===== src/rtl/signed_mul_seq_pkg.sv =====
// Shared definitions for the sequential signed multiplier: FSM state encoding
// and the default operand width.
package signed_mul_seq_pkg;

  localparam int W_DEF = 8;

  typedef enum logic [2:0] {
    S_IDLE = 3'd0,
    S_LOAD = 3'd1,
    S_MUL  = 3'd2,
    S_FIX  = 3'd3,
    S_DONE = 3'd4
  } state_t;

endpackage


===== src/rtl/signed_mul_seq_if.sv =====
// Start/busy/done handshake bundle between the control unit (master) and the
// multiplier (slave).
interface signed_mul_seq_if #(
  parameter int W = 8
) ();
  // start is sampled only while busy is low; done pulses for one cycle with
  // product valid, and product holds until the next operation's FIX state.
  logic           start;
  logic [W-1:0]   a;
  logic [W-1:0]   b;
  logic           busy;
  logic           done;
  logic [2*W-1:0] product;

  modport master (output start, a, b, input busy, done, product);
  modport slave  (input start, a, b, output busy, done, product);
endinterface


===== src/rtl/signed_mul_seq_datapath.sv =====
// Operand registers, magnitude conversion, shared W-bit adder, shift-add
// accumulator and final sign fix-up for the sequential signed multiplier.
module signed_mul_seq_datapath #(
  parameter int W = 8
) (
  input  logic           clk,
  input  logic           rst,
  input  logic           i_cap,
  input  logic           i_ld,
  input  logic           i_mul,
  input  logic           i_fix,
  input  logic [W-1:0]   i_a,
  input  logic [W-1:0]   i_b,
  output logic [2*W-1:0] o_product
);

  localparam logic [W-1:0]   ONE_W  = W'(1);
  localparam logic [2*W-1:0] ONE_2W = (2*W)'(1);

  logic [W-1:0]   r_a;
  logic [W-1:0]   r_b;
  logic [W-1:0]   r_mcand;
  logic [W-1:0]   r_acc;
  logic [W-1:0]   r_mq;
  logic           r_neg;
  logic [2*W-1:0] r_product;

  logic [W-1:0]   w_add_x;
  logic [W-1:0]   w_add_y;
  logic           w_cin;
  logic [W:0]     w_sum;
  logic [W-1:0]   w_b_mag;
  logic [2*W-1:0] w_full;

  // The adder negates the multiplicand during LOAD (~a + 1) and accumulates
  // during MUL; the carry out lands in w_sum[W] and is shifted straight in.
  assign w_add_x = i_ld ? ~r_a : r_acc;
  assign w_add_y = i_ld ? '0 : (r_mq[0] ? r_mcand : '0);
  assign w_cin   = i_ld;
  assign w_sum   = {1'b0, w_add_x} + {1'b0, w_add_y} + {{W{1'b0}}, w_cin};

  assign w_b_mag = r_b[W-1] ? (~r_b + ONE_W) : r_b;
  assign w_full  = {r_acc, r_mq};

  always_ff @(posedge clk or posedge rst) begin
    if (rst) begin
      r_a       <= '0;
      r_b       <= '0;
      r_mcand   <= '0;
      r_acc     <= '0;
      r_mq      <= '0;
      r_neg     <= 1'b0;
      r_product <= '0;
    end else begin
      if (i_cap) begin
        r_a <= i_a;
        r_b <= i_b;
      end
      if (i_ld) begin
        r_mcand <= r_a[W-1] ? w_sum[W-1:0] : r_a;
        r_mq    <= w_b_mag;
        r_neg   <= r_a[W-1] ^ r_b[W-1];
        r_acc   <= '0;
      end else if (i_mul) begin
        r_acc <= w_sum[W:1];
        r_mq  <= {w_sum[0], r_mq[W-1:1]};
      end
      if (i_fix) begin
        r_product <= r_neg ? (~w_full + ONE_2W) : w_full;
      end
    end
  end

  assign o_product = r_product;

endmodule


===== src/rtl/signed_mul_seq.sv =====
// Sequential signed multiplier top: FSM, iteration counter and handshake,
// driving the shift-add datapath through ld/mul/fix strobes.
module signed_mul_seq
  import signed_mul_seq_pkg::*;
#(
  parameter int W = W_DEF
) (
  input  logic             clk,
  input  logic             rst,
  signed_mul_seq_if.slave  bus,
  output state_t           o_dbg_state
);

  localparam int                CNT_W    = $clog2(W + 1);
  localparam logic [CNT_W-1:0] LAST_CNT = CNT_W'(W - 1);
  localparam logic [CNT_W-1:0] ONE_CNT  = CNT_W'(1);

  state_t           r_state;
  state_t           w_state_n;
  logic [CNT_W-1:0] r_cnt;
  logic             w_cap;
  logic             w_ld;
  logic             w_mul;
  logic             w_fix;

  always_ff @(posedge clk or posedge rst) begin
    if (rst) begin
      r_state <= S_IDLE;
    end else begin
      r_state <= w_state_n;
    end
  end

  always_comb begin
    w_state_n = r_state;
    w_cap     = 1'b0;
    w_ld      = 1'b0;
    w_mul     = 1'b0;
    w_fix     = 1'b0;
    case (r_state)
      S_IDLE: begin
        if (bus.start) begin
          w_cap     = 1'b1;
          w_state_n = S_LOAD;
        end
      end
      S_LOAD: begin
        w_ld      = 1'b1;
        w_state_n = S_MUL;
      end
      S_MUL: begin
        w_mul = 1'b1;
        if (r_cnt == LAST_CNT) begin
          w_state_n = S_FIX;
        end
      end
      S_FIX: begin
        w_fix     = 1'b1;
        w_state_n = S_DONE;
      end
      S_DONE:  w_state_n = S_IDLE;
      default: w_state_n = S_IDLE;
    endcase
  end

  always_ff @(posedge clk or posedge rst) begin
    if (rst) begin
      r_cnt <= '0;
    end else if (w_ld) begin
      r_cnt <= '0;
    end else if (w_mul) begin
      r_cnt <= r_cnt + ONE_CNT;
    end
  end

  signed_mul_seq_datapath #(.W(W)) u_datapath (
    .clk       (clk),
    .rst       (rst),
    .i_cap     (w_cap),
    .i_ld      (w_ld),
    .i_mul     (w_mul),
    .i_fix     (w_fix),
    .i_a       (bus.a),
    .i_b       (bus.b),
    .o_product (bus.product)
  );

  assign bus.busy    = (r_state != S_IDLE);
  assign bus.done    = (r_state == S_DONE);
  assign o_dbg_state = r_state;

endmodule

===== src/flat_wrapper.sv =====
// flat-port wrapper written by rule: the top's interface ports become plain ports
module signed_mul_seq_flat import signed_mul_seq_pkg::*;
#(
  parameter int W = W_DEF
)
  (clk, rst, o_dbg_state, bus_start, bus_a, bus_b, bus_busy, bus_done, bus_product);
  signed_mul_seq_if #(.W(W)) bus_i ();
  input  logic clk;
  input  logic rst;
  output state_t o_dbg_state;
  input wire logic [$bits(bus_i.start)-1:0] bus_start;
  input wire logic [$bits(bus_i.a)-1:0] bus_a;
  input wire logic [$bits(bus_i.b)-1:0] bus_b;
  output wire logic [$bits(bus_i.busy)-1:0] bus_busy;
  output wire logic [$bits(bus_i.done)-1:0] bus_done;
  output wire logic [$bits(bus_i.product)-1:0] bus_product;
  assign bus_i.start = bus_start;
  assign bus_i.a = bus_a;
  assign bus_i.b = bus_b;
  assign bus_busy = bus_i.busy;
  assign bus_done = bus_i.done;
  assign bus_product = bus_i.product;
  signed_mul_seq #(.W(W)) u_core (.clk(clk), .rst(rst), .bus(bus_i), .o_dbg_state(o_dbg_state));
endmodule

===== config.mk =====
export PLATFORM = sky130hd
export DESIGN_NAME = signed_mul_seq_flat
export DESIGN_NICKNAME = d
export VERILOG_FILES = /design/src/rtl/signed_mul_seq_pkg.sv /design/src/rtl/signed_mul_seq_if.sv /design/src/rtl/signed_mul_seq_datapath.sv /design/src/rtl/signed_mul_seq.sv /design/src/flat_wrapper.sv
export SDC_FILE = /design/constraint.sdc
export NUM_CORES = 1
export LEC_CHECK = 0
export CORE_UTILIZATION = 50
export CTS_BUF_LIST = sky130_fd_sc_hd__clkbuf_2 sky130_fd_sc_hd__clkbuf_4 sky130_fd_sc_hd__clkbuf_8
export CTS_CLUSTER_DIAMETER = 50
export CTS_CLUSTER_SIZE = 10
export DETAILED_ROUTE_END_ITERATION = 10
export PLACE_DENSITY = 0.74
export REMOVE_ABC_BUFFERS = 1
export SLEW_MARGIN = 0
export SYNTH_ARGS = -nofsm -noshare
export SYNTH_HDL_FRONTEND = slang
export SYNTH_HIERARCHICAL = 1
export SYNTH_SLANG_ARGS = --single-unit

===== constraint.sdc =====
create_clock -name clk -period 3.5 [get_ports clk]
set_clock_uncertainty 0.1 [all_clocks]
set_input_delay 0.875 -clock clk [delete_from_list [all_inputs] [get_ports clk]]
set_output_delay 0.875 -clock clk [all_outputs]
set_load 0.05 [all_outputs]

==> impl_metrics.csv <==
group,metric,value,unit
power,peakVddDrop,0.5267,mV
timing,fmax,328.9,MHz
power,clkPwrFrac,16.3,%
setup_path,cp_data_arrival_time,3210,ps
global_route,antenna_found_initial,0,
synthesis,ys_top_cells_by_area,"dfrtp_1, mux2_2, a21oi_1",
timing,hold_viol_final,0,
timing,slew_viol_final,0,
job,max_cap_violations,0,
setup_path,worstPathMaxFanout,4,
setup_path,required,3670,ps
synthesis,synth.most_common_cell,"dfrtp_1",
clock_network,clockRootBuffer,"clkbuf_8",
global_route,grt_max_degree,58,
timing,fin_hold_ws,416.3,ps
clock_network,tritoncts,"done",
timing,rsz0062_at_grt,"false",
clock_network,post_cts_resized,0,
setup_path,critPathKind,"flip-flop to flip-flop",
clock_network,htreeDepth,3,
place,gp_routability_congestion,0.8675,
power,switchingPower,2.153,mW
run_status,status,"finished, final reports clean",
floorplan,rows,30,
clock_network,cts_buffer_depth,2,
min_path,min_from,"u_core/u_datapath/r_mcand[0]",
place,portBuffers,39,
floorplan,num_io_pins,40,
finish,final_nets,439,
global_route,track_usage,22.14,%
min_path,worstHoldPathType,"flip-flop to flip-flop",
floorplan,die_w,87.16,um
setup_path,worstReg2RegEnd,"u_core/u_datapath/r_mcand[6]",
floorplan,chipHeight,87.16,um
routing,detail_route.vias_per_cell,5.525,
power,pwr-share-comb,52.7,%
synthesis,yosysSeqAreaShare,44.17,%
synthesis,synth_cell_types,58,
clock_network,postCtsSetupBuffers,0,
power,switching_share,44.27,%
setup_path,crit_path_start_kind,"flip-flop",
timing,period_share,86.88,%
global_route,first_global_vias,2761,
synthesis,synthCells,370,
synthesis,yosys.area.top_type,"dfrtp_1",
synthesis,synth_edf_count,0,
synthesis,yosysWarnings,6,
power,internal_power,2.710,mW
finish,final_cell_area,0.004405,mm^2
synthesis,synth_area,0.003626,mm^2
synthesis,ys_top_cells_by_count,"dfrtp_1, nor2_1, a21oi_1",
timing,worstMarginPinSlew,595.2,ps
power,seq_power_share,31.0,%
setup_path,critPathCaptureType,"flip-flop",
synthesis,async_flop_share,100.0,%
clock_network,clock_latency,340,ps
synthesis,synth_top_area_share,44.17,%
finish,drive_gt1_share,14.04,%
timing,relSlewSlack,60.32,%
clock_network,clkTransAtPathRegs,70,ps
routing,first_pass_iters,4,
synthesis,synth_area_per_cell,9.800,um^2
finish,fillers,589,
setup_path,reg2reg_slack,460,ps
setup_path,worstReg2RegStart,"u_core/o_dbg_state[2]",
floorplan,start_util,52.50,%
power,powerDensity,1104,mW/mm^2
timing,setup_viol,0,
routing,vias,2812,
min_path,min_to,"u_core/u_datapath/r_mcand[0]",
finish,n_antenna_cell,0,
routing,ant_nets,0,
place,dp_hpwl,5109,um
routing,routed_wl,7511,um
min_path,holdPathStages,1,
global_route,overflow,0,
setup_path,ff2ff_path_depth,11,
setup_path,critPathLaunch,"u_core/o_dbg_state[2]",
floorplan,core,0.006907,mm^2
synthesis,yosys_register_bits,64,
power,p_leak,2.026,nW
finish,area_delta_synth_final,21.50,%
routing,wl_per_cell,14.76,um
clock_network,clkSinkCount,64,
routing,drt_iter0_drc,212,
global_route,grt_pass1_wl,12950,um
clock_network,cts_hold_buf,0,
place,placed_area,0.004151,mm^2
routing,drc,0,
timing,period_minus_slack,3041,ps
synthesis,synth_flop_cell,"dfrtp_1",
clock_network,cts_buffers,9,
floorplan,die_area,0.007597,mm^2
kinds of logic after synthesis:
kind of cell,count (synthesis),share of synthesized area (%)
muxes,31,9.110
and+or+nand+nor,110,16.05
AOI/OAI and AO/OA,93,16.63
DFF,64,44.17
adders and majority gates,12,4.348
xor gates and xnor gates,24,5.797
buffers and inverters,36,3.899
final cells by class:
class / instances / area (um^2) / area share (%)
multi-input cells: 270 / 1896 / 43.03
flip-flops and latches: 64 / 1602 / 36.35
repair buffers: 50 / 485.5 / 11.02
clock buffers: 11 / 151.4 / 3.437
well taps: 96 / 120.1 / 2.726
clock inverters: 5 / 102.6 / 2.329
inverters: 13 / 48.80 / 1.108
cell usage in the layout (no fill, tap or decap), types with 9 or more instances in the layout:
cell type        instances
dfrtp_1                 64
clkdlybuf4s50_1         39
nor2_1                  39
a21oi_1                 34
nand2_1                 24
o21ai_0                 20
mux2_2                  16
mux2i_1                 15
xor2_1                  14
clkbuf_8                11
inv_1                   11
ha_1                    11
buf_4                   10
xnor2_1                 10
and3_1                   9
state kept, by name, indices dropped and copies added (netlist names):
name                         count
u_core/u_datapath/r_b            8
u_core/r_cnt                     4
u_core/o_dbg_state               3
u_core/u_datapath/r_acc          8
u_core/u_datapath/o_product     16
u_core/u_datapath/r_neg          1
u_core/u_datapath/r_mcand        8
u_core/u_datapath/r_a            8
u_core/u_datapath/r_mq           8
power groups by stage:
stage | Sequential [mW] | Clock, mW | Combinational (mW)
global route | 1.55 | 0.848 | 2.83
global placement | 1.48 | 0 | 2.47
CTS | 1.50 | 0.810 | 2.57
detailed placement | 1.50 | 0 | 2.54
floorplan | 1.79 | 0 | 1.54
finish | 1.51 | 0.795 | 2.56
per-stage QoR:
stage | cells | utilization (%) | power, mW | setup TNS (ps) | setup WS (ps)
after detailed placement | 493 | 60.11 | 4.044 | 0 | 446.8
after global routing | 509 | 63.79 | 5.227 | 0 | 259.0
final | 509 | 63.79 | 4.863 | 0 | 459.1
after floorplan | 347 | - | 3.327 | -45420 | -3084
after global placement | 493 | 60.11 | 3.957 | 0 | 517.1
after CTS | 509 | 63.79 | 4.879 | 0 | 427.2
routing by layer:
| metal | up-vias | part of all wire, % | global-route usage, % |
|---|---|---|---|
| met3 | 8 | 2.7 | 3.886 |
| met4 | 0 | 0.99 | 8.942 |
| met1 | 1359 | 50 | 30.43 |
| met2 | 58 | 46 | 34.86 |
| li1 | 1387 | - | - |
| met5 | - | 0 | 0 |
worst max path at each step:
stage	to	slack, ps
floorplan	u_core/u_datapath/r_mcand[6]	-3080
global placement	u_core/u_datapath/r_mcand[6]	520
detailed placement	u_core/u_datapath/r_mcand[6]	450
CTS	u_core/u_datapath/r_mcand[6]	430
global route	u_core/u_datapath/r_mcand[6]	260
finish	u_core/u_datapath/r_mcand[6]	460
critical path: stages (launching register included):
cell and delay [ps]:
dfrtp_1 390, nor3b_2 240, inv_1 120, a21o_1 170, ha_1 220, or2_2 310, fa_1 410, a21o_1 190
a221o_1 360, xor2_1 200, mux2i_1 110, a21oi_1 160
Note: power is estimated with default switching activity, not from simulation.
